<file path="src/rtl/alu_shift_stage_if.sv">
// rtl/alu_shift_stage_if.sv - request/result handshake bundle for the shift stage
interface alu_shift_stage_if #(
  parameter int WIDTH = 32
);
  logic             in_valid;
  logic             in_ready;
  logic [1:0]       in_op;
  logic [WIDTH-1:0] in_a;
  logic [4:0]       in_shamt;
  logic [4:0]       in_tag;
  logic             out_valid;
  logic             out_ready;
  logic [WIDTH-1:0] out_result;
  logic [4:0]       out_tag;

  // Issue logic and writeback consumer side
  modport master (
    output in_valid, in_op, in_a, in_shamt, in_tag, out_ready,
    input  in_ready, out_valid, out_result, out_tag
  );

  // Shift stage side
  modport slave (
    input  in_valid, in_op, in_a, in_shamt, in_tag, out_ready,
    output in_ready, out_valid, out_result, out_tag
  );
endinterface

</file>
<file path="src/rtl/alu_shift_stage.sv">
// rtl/alu_shift_stage.sv - two-entry registered SLL/SRL/SRA execute stage
module alu_shift_stage #(
  parameter int WIDTH = 32,
  parameter int CNT_W = 16
) (
  input  logic                 clock,
  input  logic                 reset_n,
  alu_shift_stage_if.slave     bus,
  output logic [CNT_W-1:0]     op_count
);

  localparam logic [1:0] OP_PASS = 2'b00;
  localparam logic [1:0] OP_SLL  = 2'b01;
  localparam logic [1:0] OP_SRA  = 2'b10;
  localparam logic [1:0] OP_SRL  = 2'b11;

  logic             r_s1_valid;
  logic [1:0]       r_s1_op;
  logic [WIDTH-1:0] r_s1_a;
  logic [4:0]       r_s1_shamt;
  logic [4:0]       r_s1_tag;

  logic             r_s2_valid;
  logic [WIDTH-1:0] r_s2_result;
  logic [4:0]       r_s2_tag;

  logic [CNT_W-1:0] r_op_count;

  logic             w_s1_adv;
  logic             w_in_ready;
  logic             w_accept;
  logic             w_out_hs;
  logic [WIDTH-1:0] w_shift;

  // s1 moves into s2 whenever s2 is empty or emptying this cycle
  assign w_s1_adv   = r_s1_valid && (!r_s2_valid || bus.out_ready);
  // Depends only on state and out_ready, never on in_valid
  assign w_in_ready = !r_s1_valid || !r_s2_valid || bus.out_ready;
  assign w_accept   = bus.in_valid && w_in_ready;
  assign w_out_hs   = r_s2_valid && bus.out_ready;

  assign bus.in_ready   = w_in_ready;
  assign bus.out_valid  = r_s2_valid;
  assign bus.out_result = r_s2_result;
  assign bus.out_tag    = r_s2_tag;
  assign op_count       = r_op_count;

  // Barrel shift of the issued operand; shamt 0 naturally returns A
  always_comb begin
    w_shift = r_s1_a;
    case (r_s1_op)
      OP_PASS: w_shift = r_s1_a;
      OP_SLL:  w_shift = r_s1_a << r_s1_shamt;
      OP_SRA:  w_shift = $signed(r_s1_a) >>> r_s1_shamt;
      OP_SRL:  w_shift = r_s1_a >> r_s1_shamt;
      default: w_shift = r_s1_a;
    endcase
  end

  // Issue register: captures a request on an accepting edge
  always_ff @(posedge clock or negedge reset_n) begin
    if (!reset_n) begin
      r_s1_valid <= 1'b0;
      r_s1_op    <= 2'b00;
      r_s1_a     <= '0;
      r_s1_shamt <= 5'd0;
      r_s1_tag   <= 5'd0;
    end else begin
      if (w_accept) begin
        r_s1_valid <= 1'b1;
        r_s1_op    <= bus.in_op;
        r_s1_a     <= bus.in_a;
        r_s1_shamt <= bus.in_shamt;
        r_s1_tag   <= bus.in_tag;
      end else if (w_s1_adv) begin
        r_s1_valid <= 1'b0;
      end
    end
  end

  // Result register: holds steady while the consumer stalls
  always_ff @(posedge clock or negedge reset_n) begin
    if (!reset_n) begin
      r_s2_valid  <= 1'b0;
      r_s2_result <= '0;
      r_s2_tag    <= 5'd0;
    end else begin
      if (w_s1_adv) begin
        r_s2_valid  <= 1'b1;
        r_s2_result <= w_shift;
        r_s2_tag    <= r_s1_tag;
      end else if (w_out_hs) begin
        r_s2_valid  <= 1'b0;
      end
    end
  end

  // Debug count of consumed results, wrapping naturally
  always_ff @(posedge clock or negedge reset_n) begin
    if (!reset_n) begin
      r_op_count <= '0;
    end else if (w_out_hs) begin
      r_op_count <= r_op_count + 1'b1;
    end
  end

endmodule

</file>
<file path="src/flat_wrapper.sv">
// flat-port wrapper written by rule: the top's interface ports become plain ports
module alu_shift_stage_flat 
#(
  parameter int WIDTH = 32,
  parameter int CNT_W = 16
)
  (clock, reset_n, op_count, bus_in_valid, bus_in_op, bus_in_a, bus_in_shamt, bus_in_tag, bus_out_ready, bus_in_ready, bus_out_valid, bus_out_result, bus_out_tag);
  alu_shift_stage_if #(.WIDTH(WIDTH)) bus_i ();
  input  logic clock;
  input  logic reset_n;
  output logic [CNT_W-1:0] op_count;
  input wire logic [$bits(bus_i.in_valid)-1:0] bus_in_valid;
  input wire logic [$bits(bus_i.in_op)-1:0] bus_in_op;
  input wire logic [$bits(bus_i.in_a)-1:0] bus_in_a;
  input wire logic [$bits(bus_i.in_shamt)-1:0] bus_in_shamt;
  input wire logic [$bits(bus_i.in_tag)-1:0] bus_in_tag;
  input wire logic [$bits(bus_i.out_ready)-1:0] bus_out_ready;
  output wire logic [$bits(bus_i.in_ready)-1:0] bus_in_ready;
  output wire logic [$bits(bus_i.out_valid)-1:0] bus_out_valid;
  output wire logic [$bits(bus_i.out_result)-1:0] bus_out_result;
  output wire logic [$bits(bus_i.out_tag)-1:0] bus_out_tag;
  assign bus_i.in_valid = bus_in_valid;
  assign bus_i.in_op = bus_in_op;
  assign bus_i.in_a = bus_in_a;
  assign bus_i.in_shamt = bus_in_shamt;
  assign bus_i.in_tag = bus_in_tag;
  assign bus_i.out_ready = bus_out_ready;
  assign bus_in_ready = bus_i.in_ready;
  assign bus_out_valid = bus_i.out_valid;
  assign bus_out_result = bus_i.out_result;
  assign bus_out_tag = bus_i.out_tag;
  alu_shift_stage #(.WIDTH(WIDTH), .CNT_W(CNT_W)) u_core (.clock(clock), .reset_n(reset_n), .bus(bus_i), .op_count(op_count));
endmodule
</file>
<file path="config.mk">
export PLATFORM = sky130hd
export DESIGN_NAME = alu_shift_stage_flat
export DESIGN_NICKNAME = d
export VERILOG_FILES = /design/src/rtl/alu_shift_stage_if.sv /design/src/rtl/alu_shift_stage.sv /design/src/flat_wrapper.sv
export SDC_FILE = /design/constraint.sdc
export NUM_CORES = 1
export LEC_CHECK = 0
export ABC_AREA = 1
export CAP_MARGIN = 20
export CORE_UTILIZATION = 55
export DETAILED_ROUTE_END_ITERATION = 8
export PLACE_DENSITY = 0.76
export SLEW_MARGIN = 20
export SYNTH_ARGS = -nofsm -noshare
export SYNTH_HDL_FRONTEND = slang
export SYNTH_SLANG_ARGS = --single-unit
</file>
<file path="constraint.sdc">
create_clock -name clock -period 5.1 [get_ports clock]
set_clock_uncertainty 0.05 [all_clocks]
set_input_delay 1.02 -clock clock [delete_from_list [all_inputs] [get_ports clock]]
set_output_delay 1.02 -clock clock [all_outputs]
set_load 0.005 [all_outputs]
</file>
* After elaboration in Yosys (flattened, before gate mapping) *
Cells that the tools add are included.

cells by class
  reductions and logical operators = 11
  equal/unequal tests = 3
  $add $sub $neg = 1
  shift operators = 3
  multiplexer cells = 5

operators with widths
  operator               count
  $pmux 32 s4            1
  $shl 32x5->32          1
  $shr 32x5->32          1
  $sshr 32x5->32         1
  $add 16x1->16 const B  1
  $eq 2x2->1 const B     2
  $mux 1                 4
  $reduce_bool 2->1      2
  $logic_and 1x1->1      3
  $logic_or 1x1->1       3
  $eq 2x1->1 const B     1
  $logic_not 1->1        2
  $logic_not 2->1        1

word-level totals
  register bits after elaboration = 99
  word-level logic and storage cells = 32
  output and inout bits = 55

* Longest topological paths before layout *
  depth after elaboration = 5
  depth in mapped cells = 16
  mapped depth without buffers = 15

* Worst setup path before layout *
OpenSTA, ideal clock, no wires.

  path kind = input-to-output
  start point = in bus_out_ready
  end point = out bus_in_ready
  data arrival time = 1.169 ns
  cell stages on the path = 2
  required time = 4.030 ns
  buffers on the path = 0
  setup slack = 2.861 ns
  path through = inv_1 -> nand3_1

between the ends
  word-level cells in the longest chain between the ends = 1

ends and longest elaborated chain
  what              line                   source
  start, declared   flat_wrapper.sv:17     input wire logic [$bits(bus_i.out_ready)-1:0] bus_out_ready;
  $logic_or 1x1->1  alu_shift_stage.sv:38  assign w_in_ready = !r_s1_valid || !r_s2_valid || bus.out_ready;
  end, declared     flat_wrapper.sv:18     output wire logic [$bits(bus_i.in_ready)-1:0] bus_in_ready;

Every way passes these cells.

* Final worst setup path *
Same ends and word-level chain as after synthesis.

==> impl_results.md <==
* Status: completed
* Core Util, Final at 65.45%
* DR vias at 8641
* Worst path required time at 4.03 ns
* Routed Antenna Nets at 0
* Root buffer cell: clkbuf_16
* Largest net degree at the start of global routing at between 70 and 80
* Distinct cells, synth at 38
* DRC at 0
* Hold-fix buffers, CTS at 0
* Most frequent cell after synthesis: nand2_1
* Critical path launch point type: primary input
* CTS tree: yes
* Worst hold path type: flip-flop to flip-flop
* Share of layout cells above drive strength 1 at 9.355%
* Ys Warns at 0
* Synth Register Bits at 99
* Reg-to-reg slack, setup at 2.29 ns
* Pre-antenna DRT Iters at 6
* Vias per Instance at 6.085
* Worst IR Drop VDD at 248.6 uV
* Avg Inst Size Synth at 6.596 um2
* Full die area at 0.01466 mm2
* H-tree levels at 3
* CTS clk-pin slew, worst paths at 0.07 ns
* Crit path largest cell delay at 0.52 ns
* Avg WL per Cell at 18.91 um
* Pre-CTS setup slack at 1.852 ns
* Minimum clock period at 3.248 ns
* Gr ovfl total at 0
* Rel. slew slack at 25.96%
* Worst skew pair latency at 0.36 ns
* Placed cells at between 1000 and 1500
* Number of nets in the layout at 1284
* TritonCTS Sinks at 99
* Die height at 121.1 um
* Initial antenna violation count at 0
* Crit-path cells: clkdlybuf4s50_1 -> inv_1 -> nand3_1 -> clkdlybuf4s50_1
* Cell Area, Placed at 0.008736 mm2
* Tot Pwr at 3.806 mW
* Row count at 43
* Slew at the pin closest to its max-slew limit at approximately 1.1 ns
* Clk buf depth at 2
* DP HPWL at 19360 um
* Final Hold Violating Endpoints at 0
* Initial Utilization at 56.17%
* Fin worst setup slack at 1.852 ns
* Post-CTS Resized at 0
* DRT iter0 DRCs at 1299
* Arr. time, crit path at 2.18 ns
* Top cell type's share of synthesized area at between 30% and 40%
* Port buffer count at roughly 100
* Routed WL at roughly 27000 um
* Io pins at 103
* Layout area overhead at 16.53%
* Most frequent CP cell: clkdlybuf4s50_1
* WHS at 0.4309 ns
* Asr flop ratio synth at 100.0%
* Max Freq at approximately 0.31 GHz
* Crit Path Max Fanout at 3
* CP max-delay cell: clkdlybuf4s50_1
* Cell leakage power at around 4.5 nW
* Period utilisation layout at 63.69%
* Synth area leaders: dfrtp_1 32%, nand3_1 19%, nand2_1 19%
* Synth Instances at 1182
* Vias in the first global route at 8156
* Finished Layout Cells at 1420
* Global-route wire length before repair at 42810 um
* Area leader, netlist: dfrtp_1
* PwrDens at around 420 mW/mm2
* Synth top cells by count: 398 x nand2_1, 302 x nand3_1, 99 x dfrtp_1
* Placer's final routability congestion estimate at 0.9787
* Unrepaired setup endpoints after global routing: no
* Setup TNS at 0 ns
* Inserted Clock Buffers at 9
* Total track usage at between 30% and 40%
* Max Slew Vio Count at 0
* Mapped Area at 0.007796 mm2
* Cell area after layout at slightly above 0.009 mm2
* Syn nets at 1231
* Main synth FF type: dfrtp_1
* Post-CTS Setup Repair Bufs at 0
* Max cap viols at 0
* Sequential area share after synthesis at between 30% and 40%
* Antenna cell count at 0
* Core Area at between 0.01 and 0.015 mm2
* Die width at roughly 120 um
* Finish-stage setup viols at 0
* CP Class: primary input to output port
* Count of flip-flops with a built-in enable after synthesis at 0
* CP Capture Type: output port
report_power, final:
group | internal, mW | total [mW] | switching, mW
combinational | 0.720 | 1.81 | 1.09
clock | 0.484 | 0.794 | 0.309
sequential | 0.981 | 1.20 | 0.223
total | 2.19 | 3.81 | 1.62
state kept, by name (all words and copies together), names as in the netlist:
| register | flops |
|---|---|
| u_core.bus.out_result | 32 |
| u_core.bus.out_tag | 5 |
| u_core.bus.out_valid | 1 |
| u_core.op_count | 16 |
| u_core.r_s1_a | 32 |
| u_core.r_s1_op | 2 |
| u_core.r_s1_shamt | 5 |
| u_core.r_s1_tag | 5 |
| u_core.r_s1_valid | 1 |
path summary, 6_finish.rpt:
path                                 startpoint                   endpoint  cells past startpoint
min                         u_core.op_count[15]        u_core.op_count[15]                      1
max in group asynchronous               reset_n  u_core.bus.out_result[31]                      2
min in group asynchronous               reset_n  u_core.bus.out_result[25]                      1
min reg2reg                 u_core.op_count[15]        u_core.op_count[15]                      1
max reg2reg                u_core.r_s1_shamt[0]  u_core.bus.out_result[27]                     12
max                               bus_out_ready               bus_in_ready                      4
per-layer routing:
metal	GRT usage, %	wire length (um)	vias to the layer above
met5	0	0	-
met4	18.44	1263	0
li1	-	-	4036
met1	51.49	10900	3975
met3	8.083	2659	101
met2	59.04	12030	529
cell type report:
class	instances	area, um2
well taps	180	225.2
fillers	1301	4796
inverters	49	191.4
clock buffers	9	225.2
flip-flops and latches	99	2480
clock inverters	7	123.9
multi-input cells	961	4723
repair buffers	115	1116
cells in the final DEF (no fill, tap or decap), types with 4 or more instances in the layout:
master | Yosys | final
a21oi_1 | 38 | 38
buf_4 | 6 | 14
clkbuf_16 | 0 | 9
clkdlybuf4s50_1 | 0 | 101
dfrtp_1 | 99 | 97
inv_1 | 44 | 44
inv_2 | 4 | 4
mux2_2 | 28 | 28
nand2_1 | 398 | 396
nand2_2 | 11 | 13
nand2_4 | 9 | 9
nand3_1 | 302 | 302
nand3_2 | 17 | 17
nand4_1 | 10 | 10
nor2_1 | 73 | 73
nor2_2 | 7 | 7
o211ai_1 | 12 | 12
o21ai_0 | 15 | 15
o21ai_1 | 8 | 8
xnor2_1 | 5 | 5
xor2_1 | 9 | 9
kinds of logic (layout without fill, tap and decap cells):
kind of cell    count (synthesis)  in the layout  synth area share [%]
fa+ha+maj                       1              1                0.1605
flops                          99             99                 31.78
xor+xnor                       14             14                 1.573
compound gates                 80             80                 5.794
buf+inv                       122            180                 7.703
mux                            28             28                 4.044
simple gates                  838            838                 48.95
critical path, delay by kind of cell:
family	cells	cell delay, ns
simple gates	1	0.11
buf+inv	3	1.04
Note: power is estimated with default switching activity, not from simulation.
